**config.mk**
```make
export PLATFORM = sky130hd
export DESIGN_NAME = hilo_div_unit
export DESIGN_NICKNAME = d
export VERILOG_FILES = /design/src/rtl/hilo_div_unit_pkg.sv /design/src/rtl/hilo_div_unit_div_step.sv /design/src/rtl/hilo_div_unit.sv
export SDC_FILE = /design/constraint.sdc
export NUM_CORES = 1
export LEC_CHECK = 0
export ABC_AREA = 0
export BUFFER_PORTS_ARGS = -buffer_cell sky130_fd_sc_hd__buf_2
export CORE_MARGIN = 2
export CORE_UTILIZATION = 50
export DETAILED_ROUTE_END_ITERATION = 10
export GPL_TIMING_DRIVEN = 0
export PLACE_DENSITY = 0.69
export SLEW_MARGIN = 10
export SYNTH_ARGS = -nofsm -noshare
export SYNTH_HDL_FRONTEND = slang
export SYNTH_SLANG_ARGS = --single-unit
```
**constraint.sdc**
```tcl
create_clock -name clk -period 12.35 [get_ports clk]
set_clock_uncertainty 0.05 [all_clocks]
set_input_delay 0.6175 -clock clk [delete_from_list [all_inputs] [get_ports clk]]
set_output_delay 0.6175 -clock clk [all_outputs]
set_load 0.02 [all_outputs]
```
**src/rtl/hilo_div_unit_pkg.sv**
```systemverilog
// Shared encodings for the HI/LO divider: FSM states, ready/start levels and reset/zero defines.
`ifndef RstEnable
`define RstEnable 1'b1
`endif
`ifndef ZeroWord
`define ZeroWord 32'h00000000
`endif

package hilo_div_unit_pkg;

    typedef enum logic [1:0] {
        DivFree   = 2'b00,
        DivByZero = 2'b01,
        DivOn     = 2'b10,
        DivEnd    = 2'b11
    } div_state_e;

    localparam logic DivResultReady    = 1'b1;
    localparam logic DivResultNotReady = 1'b0;
    localparam logic DivStart          = 1'b1;
    localparam logic DivStop           = 1'b0;

endpackage

```
**src/rtl/hilo_div_unit_div_step.sv**
```systemverilog
// One radix-2 restoring divide iteration: shift in a dividend bit, trial-subtract the divisor.
module div_step #(
    parameter int WIDTH = 32
) (
    input  logic [WIDTH-1:0] rem_i,
    input  logic [WIDTH-1:0] dvs_i,
    input  logic             bit_i,
    output logic [WIDTH-1:0] rem_o,
    output logic             qbit_o
);

    logic        [WIDTH:0] shifted;
    logic signed [WIDTH:0] trial;

    assign shifted = {rem_i, bit_i};
    // rem_i < dvs_i always holds, so the sign bit of the (WIDTH+1)-bit difference is exact.
    assign trial   = $signed(shifted - {1'b0, dvs_i});
    assign qbit_o  = ~trial[WIDTH];
    assign rem_o   = qbit_o ? trial[WIDTH-1:0] : shifted[WIDTH-1:0];

endmodule

```
**src/rtl/hilo_div_unit.sv**
```systemverilog
// Multi-cycle DIV/DIVU unit producing {HI, LO} = {remainder, quotient}; one restoring step per cycle.
// Optional macro HILO_DIV_EARLY_OUT_EN finishes at once when |dividend| < |divisor|.
module hilo_div_unit
    import hilo_div_unit_pkg::*;
#(
    parameter int WIDTH = 32
) (
    input  logic               clk,
    input  logic               resetn,
    input  logic               signed_div_i,
    input  logic [WIDTH-1:0]   opdata1_i,
    input  logic [WIDTH-1:0]   opdata2_i,
    input  logic               start_i,
    input  logic               annul_i,
    output logic [2*WIDTH-1:0] result_o,
    output logic               ready_o,
    output logic               stallreq_o
);

    localparam int CNT_W = $clog2(WIDTH + 1);

    div_state_e         state_q, state_d;
    logic [CNT_W-1:0]   cnt_q, cnt_d;
    logic [WIDTH-1:0]   dvd_q, dvs_q, rem_q;
    logic               neg_dvd_q, neg_quo_q;
    logic [2*WIDTH-1:0] res_q;
    logic [2*WIDTH-1:0] result_q;
    logic               ready_q, ready_d;

    logic [WIDTH-1:0]   op1_abs, op2_abs;
    logic [WIDTH-1:0]   step_rem, quo_raw, quo_fix, rem_fix;
    logic               step_q, accept, last_iter, early_out;

    function automatic logic [WIDTH-1:0] abs_op(input logic signed [WIDTH-1:0] v, input logic is_signed);
        logic [WIDTH-1:0] u;
        u = v;
        if (is_signed && v < 0)
            u = -u;
        return u;
    endfunction

    function automatic logic [WIDTH-1:0] neg_if(input logic [WIDTH-1:0] v, input logic neg);
        return neg ? -v : v;
    endfunction

    assign op1_abs   = abs_op(opdata1_i, signed_div_i);
    assign op2_abs   = abs_op(opdata2_i, signed_div_i);
    assign accept    = (state_q == DivFree) && (start_i == DivStart) && !annul_i;
    assign last_iter = (cnt_q == CNT_W'(WIDTH - 1));

`ifdef HILO_DIV_EARLY_OUT_EN
    assign early_out = (opdata2_i != '0) && (op1_abs < op2_abs);
`else
    assign early_out = 1'b0;
`endif

    div_step #(.WIDTH(WIDTH)) u_div_step (
        .rem_i  (rem_q),
        .dvs_i  (dvs_q),
        .bit_i  (dvd_q[WIDTH-1]),
        .rem_o  (step_rem),
        .qbit_o (step_q)
    );

    // The dividend register doubles as the quotient shift register.
    assign quo_raw = {dvd_q[WIDTH-2:0], step_q};
    assign quo_fix = neg_if(quo_raw, neg_quo_q);
    assign rem_fix = neg_if(step_rem, neg_dvd_q);

    always_comb begin
        state_d    = state_q;
        cnt_d      = cnt_q;
        stallreq_o = 1'b0;
        case (state_q)
            DivFree: begin
                if (accept) begin
                    stallreq_o = 1'b1;
                    cnt_d      = '0;
                    if (opdata2_i == '0)
                        state_d = DivByZero;
                    else if (early_out)
                        state_d = DivEnd;
                    else
                        state_d = DivOn;
                end
            end
            DivByZero: begin
                stallreq_o = 1'b1;
                state_d    = DivEnd;
            end
            DivOn: begin
                stallreq_o = 1'b1;
                cnt_d      = cnt_q + CNT_W'(1);
                if (last_iter)
                    state_d = DivEnd;
            end
            DivEnd: begin
                if (start_i == DivStop)
                    state_d = DivFree;
            end
            default: state_d = DivFree;
        endcase
        if (annul_i && state_q != DivFree)
            state_d = DivFree;
    end

    // Ready only once END has been held for a full cycle, so it never coincides with a departure.
    assign ready_d = (state_q == DivEnd && state_d == DivEnd) ? DivResultReady : DivResultNotReady;

    always_ff @(posedge clk) begin
        if (resetn == `RstEnable) begin
            state_q  <= DivFree;
            cnt_q    <= '0;
            ready_q  <= DivResultNotReady;
            result_q <= '0;
        end else begin
            state_q  <= state_d;
            cnt_q    <= cnt_d;
            ready_q  <= ready_d;
            result_q <= ready_d ? res_q : '0;
        end
    end

    always_ff @(posedge clk) begin
        if (accept) begin
            dvd_q     <= op1_abs;
            dvs_q     <= op2_abs;
            rem_q     <= '0;
            neg_dvd_q <= signed_div_i & opdata1_i[WIDTH-1];
            neg_quo_q <= signed_div_i & (opdata1_i[WIDTH-1] ^ opdata2_i[WIDTH-1]);
            if (early_out)
                res_q <= {opdata1_i, {WIDTH{1'b0}}};
        end else if (state_q == DivOn) begin
            rem_q <= step_rem;
            dvd_q <= quo_raw;
            if (last_iter)
                res_q <= {rem_fix, quo_fix};
        end else if (state_q == DivByZero) begin
            res_q <= '0;
        end
    end

    assign result_o = result_q;
    assign ready_o  = ready_q;

endmodule

```
==> flow_metrics.tcl, run 1 <==
set metrics [dict create \
    grt_overflow_total 0 \
    grt_first_pass_wirelength_um 53400 \
    hold_violations 0 \
    ir_drop_v 0.000122 \
    fin_cells 1955 \
    std_cell_rows 59 \
    synth_fa_ha_area_share_pct 4.02 \
    finalCritPeriodShare_pct 49.4 \
    pwr-share-seq_pct 36.8 \
    drt_iter0_markers 1000 \
    drt-wirelength-per-cell_um 17.1 \
    syn2layout_area_growth_pct 14.8 \
    fin_nets 1713 \
    yosys_warnings 0 \
    cts_root_buf "clkbuf_16" \
    hold_class "input pin to flop" \
    grt.met2_usage_pct 38.1 \
    pre_cts_ws_ps 6390 \
    setup_slack_ps 6250 \
    grt_max_degree 33 \
    synthCells 1438 \
    cts_sinks 235 \
    clock_latency_ps 520 \
    die_h_um 167 \
    track_usage_pct 23.4 \
    cp_top_family "compound AO/OA/AOI/OAI gates" \
    place_inst 1910 \
    port_buffers 134 \
    cp_max_fo 10 \
    grt-busiest-layer "met2" \
    dp_hpwl_um 26100 \
    p_switching_mw 0.995 \
    path_cells "inv_1, ha_1, fa_1, nand2b_1, a211oi_4, o211ai_2, a21o_1, o211a_1, inv_2, buf_4, buf_2, buf_2, buf_1, nor2_1, a21oi_1, ha_1, inv_1, a211oi_4, nand2_2, or4b_1, a31o_1" \
    synthXorXnorAreaFrac_pct 8.90 \
    first_global_vias 10100 \
    clockBufferDepth 3 \
    dieWidth_um 167 \
    muxShareOfSynthArea_pct 1.33 \
    crit_required_ps 12570 \
    tns_ps 0 \
    status "finished clean" \
    crit_slowest_cell "or4b_1" \
    crit_arrival_ps 6330 \
    path_clk_slew_ps 70 \
    drtPass1Iterations 6 \
    drc 0 \
    p_comb_share_pct 36.2 \
    cts_setup_buffers 0 \
    rr_worst_depth 21 \
    maxCapViolations 0 \
    synth-seq-area-share_pct 45.2 \
    worst-setup-path-type "flop to flop" \
    tritoncts "yes" \
    powerDensity_nw_per_um2 174 \
    synth_compound_area_share_pct 16.8 \
    swShare_pct 37.5 \
    r2r_slack_ps 6250 \
    worstSetupEndpointType "flop" \
    wirelength_um 33500 \
    initial_core_util_pct 50.9 \
    drtAntennaViolNets 0 \
    crit_buf_inv 7 \
    ios 135 \
    max_freq_ghz 0.164 \
    place_congestion 0.967 \
    ys.flop_type "edfxtp_1" \
    die-area_um2 27900 \
    drive_gt1_share_pct 14.4 \
    yosys.area_share.simple_pct 19.6 \
    cp_num_cells 21 \
    startpoint_type "flop" \
    ys_types 83 \
    core_area_um2 26100 \
    synth-seq-cells 235 \
    relSlewSlack_pct 24.8 \
    internal_power_mw 1.66 \
    period_minus_slack_ps 6100 \
    final_cell_area_um2 15200 \
    antenna_found_initial 0 \
    synth_edf_count 130 \
    viasPerCell 5.60 \
    met1_usage_pct 33.5 \
    placed_area_um2 14400 \
    synth_fp_nets 1549 \
    grt_util_met3_pct 2.57 \
    finalSetupViolCount 0 \
    cts_max_level 1 \
    holdBufCountCts 0 \
    avgSynthCellArea_um2 9.23 \
    synth_top_family_by_area "simple AND/OR/NAND/NOR gates" \
    grt_setup_unrepaired "false" \
    leakage_nw 6.14 \
    diodes 0 \
    critPathMaxStageDelay_ps 530 \
    worst_pin_slew_ps 1100 \
    cts_buffers 25 \
    holdWs_ps 256 \
    ctsResizeCount 0 \
    async_reset_ff_share_pct 0 \
    slew_violations 0 \
    power_frac_clock_pct 27.0 \
    min_path_cells 1 \
    synth_area_um2 13300 \
    routed-via-count 10900 \
]
==> final cells by class <==
| class | instances | area, um2 |
|---|---|---|
| tap | 335 | 419 |
| sequential | 235 | 6010 |
| fill | 2300 | 10800 |
| buffer | 67 | 299 |
| clock inverter | 13 | 86.3 |
| multi-input combinational | 1071 | 6740 |
| timing repair buffer | 137 | 738 |
| inverter | 65 | 244 |
| clock buffer | 32 | 703 |
==> through the flow <==
step / power [mW] / utilization [%]
after global placement: 1.92 / 55.1
after floorplan: 1.66 / -
after CTS: 2.64 / 58.5
final: 2.65 / 58.5
after detailed placement: 1.93 / 55.4
after global routing: 2.79 / 58.5
==> kinds of logic after synthesis <==
group | count (synthesis)
and+or+nand+nor | 534
muxes | 17
xor gates and xnor gates | 134
adders and majority gates | 42
AOI/OAI and AO/OA | 344
DFF | 235
buffers and inverters | 132
==> power groups by stage <==
stage	combinational, mW	sequential [mW]	clock [mW]
finish	0.960	0.976	0.717
global route	1.05	0.983	0.756
CTS	0.942	0.973	0.727
detailed placement	0.938	0.989	0
global placement	0.927	0.991	0
floorplan	0.701	0.958	0
==> path summary, 6_finish.rpt <==
check                          start                 endpoint
max              dvd_q[31]$_DFFE_PP_  res_q[60]$_SDFFCE_PN0P_
min                     opdata2_i[0]       dvs_q[0]$_DFFE_PP_
max reg2reg      dvd_q[31]$_DFFE_PP_  res_q[60]$_SDFFCE_PN0P_
min reg2reg  res_q[23]$_SDFFCE_PN0P_  result_o[23]$_SDFF_PP0_
==> Yosys cell counts (all sizes together), types with 12 or more instances <==
cell type / number / share of area (%)
nor4: 16 / 0.85
a21oi: 94 / 3.6
xnor2: 67 / 4.4
xor2: 67 / 4.5
and2: 73 / 3.5
mux2i: 15 / 1.1
buf: 25 / 1.0
nor2: 171 / 4.8
a21o: 12 / 0.68
clkbuf: 42 / 1.2
inv: 65 / 1.8
o41ai: 13 / 0.91
o21ai: 95 / 3.6
edfxtp: 130 / 29
nand3: 24 / 0.91
nor3: 44 / 1.7
o31ai: 24 / 1.4
a211oi: 34 / 2.1
nand2: 126 / 3.6
dfxtp: 105 / 16
ha: 41 / 3.9
==> flip-flops by register name, summed over array words and instances, names as in the netlist <==
signal and count:
cnt_q 6, neg_quo_q 1, neg_dvd_q 1, state_q 2, rem_q 32, dvd_q 32
ready_o 1, result_o 64, res_q 64, dvs_q 32
==> per-layer routing <==
layer / wire length (um) / vias up
li1: - / 5465
met1: 15500 / 5011
met2: 15100 / 409
met3: 2130 / 59
met4: 759 / 0
met5: 0 / -
==> layout by cell type (no fill, tap or decap), types with 12 or more instances in the layout <==
| cell | netlist | final |
|---|---|---|
| nor2_1 | 171 | 171 |
| buf_2 | 12 | 146 |
| edfxtp_1 | 130 | 130 |
| nand2_1 | 124 | 123 |
| dfxtp_1 | 105 | 105 |
| a21oi_1 | 91 | 90 |
| o21ai_0 | 87 | 87 |
| and2_1 | 72 | 72 |
| xnor2_1 | 67 | 67 |
| xor2_1 | 66 | 66 |
| inv_1 | 63 | 63 |
| nor3_1 | 44 | 44 |
| clkbuf_1 | 41 | 43 |
| ha_1 | 41 | 41 |
| a211oi_1 | 32 | 32 |
| clkbuf_16 | 0 | 26 |
| nand3_1 | 24 | 24 |
| o31ai_1 | 24 | 24 |
| mux2i_1 | 15 | 15 |
| nor4_1 | 14 | 14 |
| a21o_1 | 12 | 12 |
| o41ai_1 | 12 | 12 |
==> worst register-to-register path: cells and delay by family, from the launching register on <==
kind | cells | cell delay, ps
adders and majority gates | 3 | 960
buffers and inverters | 7 | 1640
AOI/OAI and AO/OA | 7 | 1790
DFF | 1 | 490
and+or+nand+nor | 4 | 960
Power figures use the tool's default switching activity.
==> run 2: changes to the inputs <==
- ABC_AREA: 0 -> 1
- clock period: 12.35 -> 6.31 ns (I/O delays scaled with it)
==> flow_metrics.tcl, run 2 <==
set metrics [dict create \
    drtPass1Iterations 7 \
    synth_fa_ha_area_share_pct 3.77 \
    die_h_um 172 \
    slew_violations 0 \
    cts_max_level 1 \
    yosys.area.top_type "edfxtp_1" \
    synth_commonest_cells "448 x nand2_1, 313 x inv_1, 253 x nor2_1" \
    holdWs_ps 36.9 \
    wirelength_um 37500 \
    dieWidth_um 172 \
    crit_arrival_ps 5290 \
    first_global_vias 11200 \
    finalCritPeriodShare_pct 80.1 \
    drive_gt1_share_pct 12.4 \
    syn2layout_area_growth_pct 14.9 \
    finalSetupViolCount 0 \
    nFillCells 2696 \
    pwr-share-seq_pct 29.1 \
    fin_util_pct 58.4 \
    crit_required_ps 6540 \
    ir_drop_v 0.000262 \
    synth_area_um2 14100 \
    viasPerCell 5.09 \
    relSlewSlack_pct 33.8 \
    cts_sinks 235 \
    drtAntennaViolNets 0 \
    holdBufCountCts 2 \
    synth_edf_count 130 \
    synth_top_family_by_area "simple AND/OR/NAND/NOR gates" \
    ctsResizeCount 0 \
    worstSetupEndpointType "flop" \
    worst-setup-path-type "flop to flop" \
    most-common-layout-cells "448 x nand2_1, 313 x inv_1, 252 x nor2_1" \
    swShare_pct 45.7 \
    drt-wirelength-per-cell_um 15.1 \
    grt_overflow_total 0 \
    power_frac_clock_pct 20.4 \
    hold_class "input pin to flop" \
    cts_buffers 25 \
    internal_power_mw 3.98 \
    grt_setup_unrepaired "false" \
    cp_max_fo 10 \
    final-seq-area_um2 6010 \
    synth-seq-area-share_pct 42.5 \
    tritoncts "yes" \
    ys_types 52 \
    grt_first_pass_wirelength_um 58300 \
    dp_hpwl_um 29900 \
    path_clk_slew_ps 70 \
    hold_violations 0 \
    startpoint_type "flop" \
    yosys_warnings 0 \
    ios 135 \
    place_congestion 0.934 \
    synth_top_area_share_pct 27.6 \
    clockBufferDepth 3 \
    synthXorXnorAreaFrac_pct 4.59 \
    grt_max_degree 34 \
    cts_root_buf "clkbuf_16" \
    ys.flop_type "edfxtp_1" \
    pre_cts_ws_ps 1340 \
    port_buffers 134 \
    critPathMaxStageDelay_ps 410 \
    async_reset_ff_share_pct 0 \
    antenna_found_initial 0 \
    worst_pin_slew_ps 989 \
    status "finished clean" \
    maxCapViolations 0 \
    p_comb_share_pct 50.5 \
    leakage_nw 7.87 \
    diodes 0 \
    avgSynthCellArea_um2 7.35 \
    initial_core_util_pct 50.8 \
    powerDensity_nw_per_um2 452 \
    period_minus_slack_ps 5060 \
    die-area_um2 29600 \
    yosysMostFrequentCell "nand2_1" \
    multi_input_area_um2 6680 \
    max_freq_ghz 0.198 \
    routed-via-count 12600 \
    drt_iter0_markers 1040 \
    std_cell_rows 61 \
    setup_slack_ps 1250 \
    muxShareOfSynthArea_pct 0 \
    synth-seq-cells 235 \
    drc 0 \
    synth.area.top_cells "edfxtp_1 28%, dfxtp_1 15%, nand2_1 12%, inv_1 8.3%, nor2_1 6.7%" \
    core_area_um2 27800 \
    synth_compound_area_share_pct 10.6 \
    yosys.area_share.simple_pct 28.3 \
    clock_latency_ps 550 \
    fin_nets 2199 \
    cts_setup_buffers 0 \
    synth_fp_nets 2032 \
    crit_slowest_cell "edfxtp_1" \
    track_usage_pct 25.2 \
    synthCells 1921 \
    final_common_cell "nand2_1" \
    p_switching_mw 3.35 \
]
run 2: cell families after synthesis:
| kind of cell | after synthesis |
|---|---|
| AO/OA/AOI/OAI | 274 |
| flip-flops | 235 |
| buffers and inverters | 367 |
| adder cells (fa/ha/maj) | 42 |
| AND/OR/NAND/NOR | 929 |
| XOR/XNOR | 74 |
run 2: power by group through the flow:
stage	logic, mW	registers (mW)	clock network [mW]
floorplan	2.74	2.06	0
detailed placement	3.63	2.15	0
global placement	3.56	2.16	0
global route	4.13	2.15	1.58
CTS	3.65	2.12	1.51
finish	3.70	2.14	1.49
run 2: area by class of cell:
type | instances | area share [%]
Timing Repair Buffer | 140 | 4.75
Clock buffer | 35 | 4.60
Sequential cell | 235 | 37.0
Clock inverter | 11 | 0.648
Inverter | 322 | 7.45
Multi-Input combinational cell | 1319 | 41.2
Tap cell | 378 | 2.91
Buffer | 45 | 1.46
run 2: worst paths after layout:
kind | slack (ps) | cells after the start | startpoint | to
worst min register to register | 410 | 2 | res_q[40]$_SDFFCE_PN0P_ | result_o[40]$_SDFF_PP0_
worst max register to register | 1250 | 29 | dvs_q[0]$_DFFE_PP_ | res_q[30]$_SDFFCE_PN0P_
worst max-delay path | 1250 | 29 | dvs_q[0]$_DFFE_PP_ | res_q[30]$_SDFFCE_PN0P_
worst min-delay path | 40 | 2 | opdata2_i[27] | dvs_q[27]$_DFFE_PP_
run 2: stage by stage:
step | power (mW) | TNS [ps] | cell area, um2 | instances
2_1_floorplan | 4.81 | 0 | 14100 | 1921
3_3_place_gp | 5.72 | -23780 | 15300 | 2433
3_5_place_dp | 5.78 | 0 | 15400 | 2437
4_1_cts | 7.29 | 0 | 16200 | 2485
5_1_grt | 7.86 | 0 | 16200 | 2485
6_report | 7.33 | 0 | 16200 | 2485
run 2: worst max-delay path: cells and delay by family, from the launching register on:
kind | cells | cell delay (ps)
buf+inv | 6 | 740
simple gates | 16 | 2000
fa+ha+maj | 3 | 860
flops | 1 | 410
compound gates | 4 | 710
run 2: metal layers:
layer / vias up / share of wire, % / track usage (%)
met4: 0 / 2.5 / 7.23
met5: - / 0 / 0
li1: 6501 / - / -
met1: 5615 / 48 / 37.6
met3: 64 / 7.5 / 2.95
met2: 457 / 42 / 38.5
==> run 3: changes to the inputs <==
- PLACE_DENSITY: 0.69 -> 0.72
- clock period: 6.31 -> 4.06 ns (I/O delays scaled with it)
==> flow_metrics.tcl, run 3 (synthesis gave the netlist of run 2 again) <==
set metrics [dict create \
    grt_overflow_total 0 \
    fin_nets 2246 \
    crit_arrival_ps 4190 \
    worst_pin_slew_ps 1000 \
    grt_max_degree 44 \
    cp-endpoint "res_q[28]$_SDFFCE_PN0P_" \
    track_usage_pct 25.9 \
    hold_class "input pin to flop" \
    drt_iter0_markers 987 \
    max_freq_ghz 0.253 \
    crit_required_ps 4290 \
    first_global_vias 11600 \
    ios 135 \
    cts_max_level 1 \
    status "finished clean" \
    clockBufferDepth 3 \
    std_cell_rows 61 \
    drive_gt1_share_pct 13.9 \
    viasPerCell 5.10 \
    clock_latency_ps 540 \
    diodes 0 \
    slew_violations 0 \
    cpMostUsedCell "nand2_4" \
    core_area_um2 27800 \
    cp_max_fo 6 \
    die_h_um 172 \
    powerDensity_nw_per_um2 693 \
    grt_first_pass_wirelength_um 60100 \
    dp_hpwl_um 30100 \
    worstSetupEndpointType "flop" \
    drtPass1Iterations 6 \
    final_common_cell "nand2_1" \
    relSlewSlack_pct 32.9 \
    crit_start "dvs_q[0]$_DFFE_PP_" \
    rr_worst_depth 28 \
    tritoncts "yes" \
    critPathMaxStageDelay_ps 420 \
    cts_buffers 25 \
    place_congestion 0.918 \
    die-area_um2 29600 \
    grt_setup_unrepaired "true" \
    finalCritPeriodShare_pct 97.5 \
    leakage_nw 8.11 \
    fin_util_pct 60.3 \
    syn2layout_area_growth_pct 18.6 \
    r2r_slack_ps 100 \
    nFillCells 2636 \
    final-seq-area_um2 6010 \
    startpoint_type "flop" \
    antenna_found_initial 0 \
    cts_sinks 235 \
    drc 0 \
    routed-via-count 12900 \
    finalSetupViolCount 0 \
    most-common-layout-cells "444 x nand2_1, 308 x inv_1, 251 x nor2_1" \
    dieWidth_um 172 \
    path_clk_slew_ps 60 \
    min_path_cells 3 \
    drt-wirelength-per-cell_um 15.3 \
    maxCapViolations 0 \
    ir_drop_v 0.000441 \
    multi_input_area_um2 6810 \
    cts_root_buf "clkbuf_16" \
    drtAntennaViolNets 0 \
    crit_slowest_cell "edfxtp_1" \
    worst-setup-path-type "flop to flop" \
    r2r_start "dvs_q[0]$_DFFE_PP_" \
    initial_core_util_pct 50.8 \
    wirelength_um 38800 \
    power_mw 11.6 \
    port_buffers 134 \
    regToRegEndpoint "res_q[28]$_SDFFCE_PN0P_" \
    period_minus_slack_ps 3960 \
    hold_violations 0 \
]
run 3: cell count changes in the layout (fill, tap and decap cells not counted), sizes merged:
cell and change:
buf +18, dlygate4sd3 +30, clkinvlp -1, clkinv +4, clkbuf -4
run 3: through the flow:
step	setup TNS, ps	std cells	hold slack (ps)	cell area [um2]	worst slack [ps]
final	0	2532	18.4	16800	103
after global routing	-528	2532	2.06	16800	-123
after CTS	0	2516	4.50	16600	29.5
after detailed placement	-5090	2436	361	15300	-731
after global placement	-71160	2433	352	15300	-1050
after floorplan	0	1921	222	14100	28.0
run 3: routing by layer:
layer,up-vias,share of wire (%),track usage [%]
li1,6586,-,-
met1,5833,47,38.6
met2,440,43,40.0
met3,51,7.4,3.43
met4,0,2.1,6.39
met5,-,0,0
run 3: cell type report:
type | instances | area share (%)
multi-input cells | 1319 | 40.6
plain buffers | 44 | 1.43
inverters | 322 | 7.23
clock inverters | 14 | 0.717
flip-flops and latches | 235 | 35.8
clock buffers | 32 | 4.20
repair buffers | 188 | 7.12
well taps | 378 | 2.82
run 3: worst min path at each step:
stage,start,end,slack [ps]
after floorplan,resetn,cnt_q[1]$_SDFFE_PP0P_,220
after global placement,opdata2_i[0],dvs_q[0]$_DFFE_PP_,350
after detailed placement,opdata2_i[0],dvs_q[0]$_DFFE_PP_,360
after CTS,opdata1_i[17],dvd_q[17]$_DFFE_PP_,4
after global routing,opdata1_i[16],dvd_q[16]$_DFFE_PP_,2
final,opdata1_i[16],dvd_q[16]$_DFFE_PP_,20
run 3: repair_timing:
| item | in CTS | in global routing |
|---|---|---|
| hold buffers | 32 | 0 |
| endpoints found under the hold margin | 36 | 0 |
| setup buffers | 3 | 16 |
| resized for setup | 15 | 26 |
| endpoints found under the setup margin | 40 | 15 |
| pin swaps | 6 | 17 |
run 3: report_power, final:
| group | total (mW) | leakage [nW] | internal (mW) | switching (mW) |
|---|---|---|---|---|
| clock | 2.28 | 0.403 | 1.30 | 0.976 |
| sequential | 3.33 | 2.08 | 2.99 | 0.343 |
| combinational | 6.00 | 5.63 | 1.99 | 4.01 |
run 3: worst max-delay path: cells and delay by family (launching register included):
kind                       cells  cell delay [ps]
AOI/OAI and AO/OA              4              480
adders and majority gates      3              720
buffers and inverters          5              390
DFF                            1              420
and+or+nand+nor               16             1620
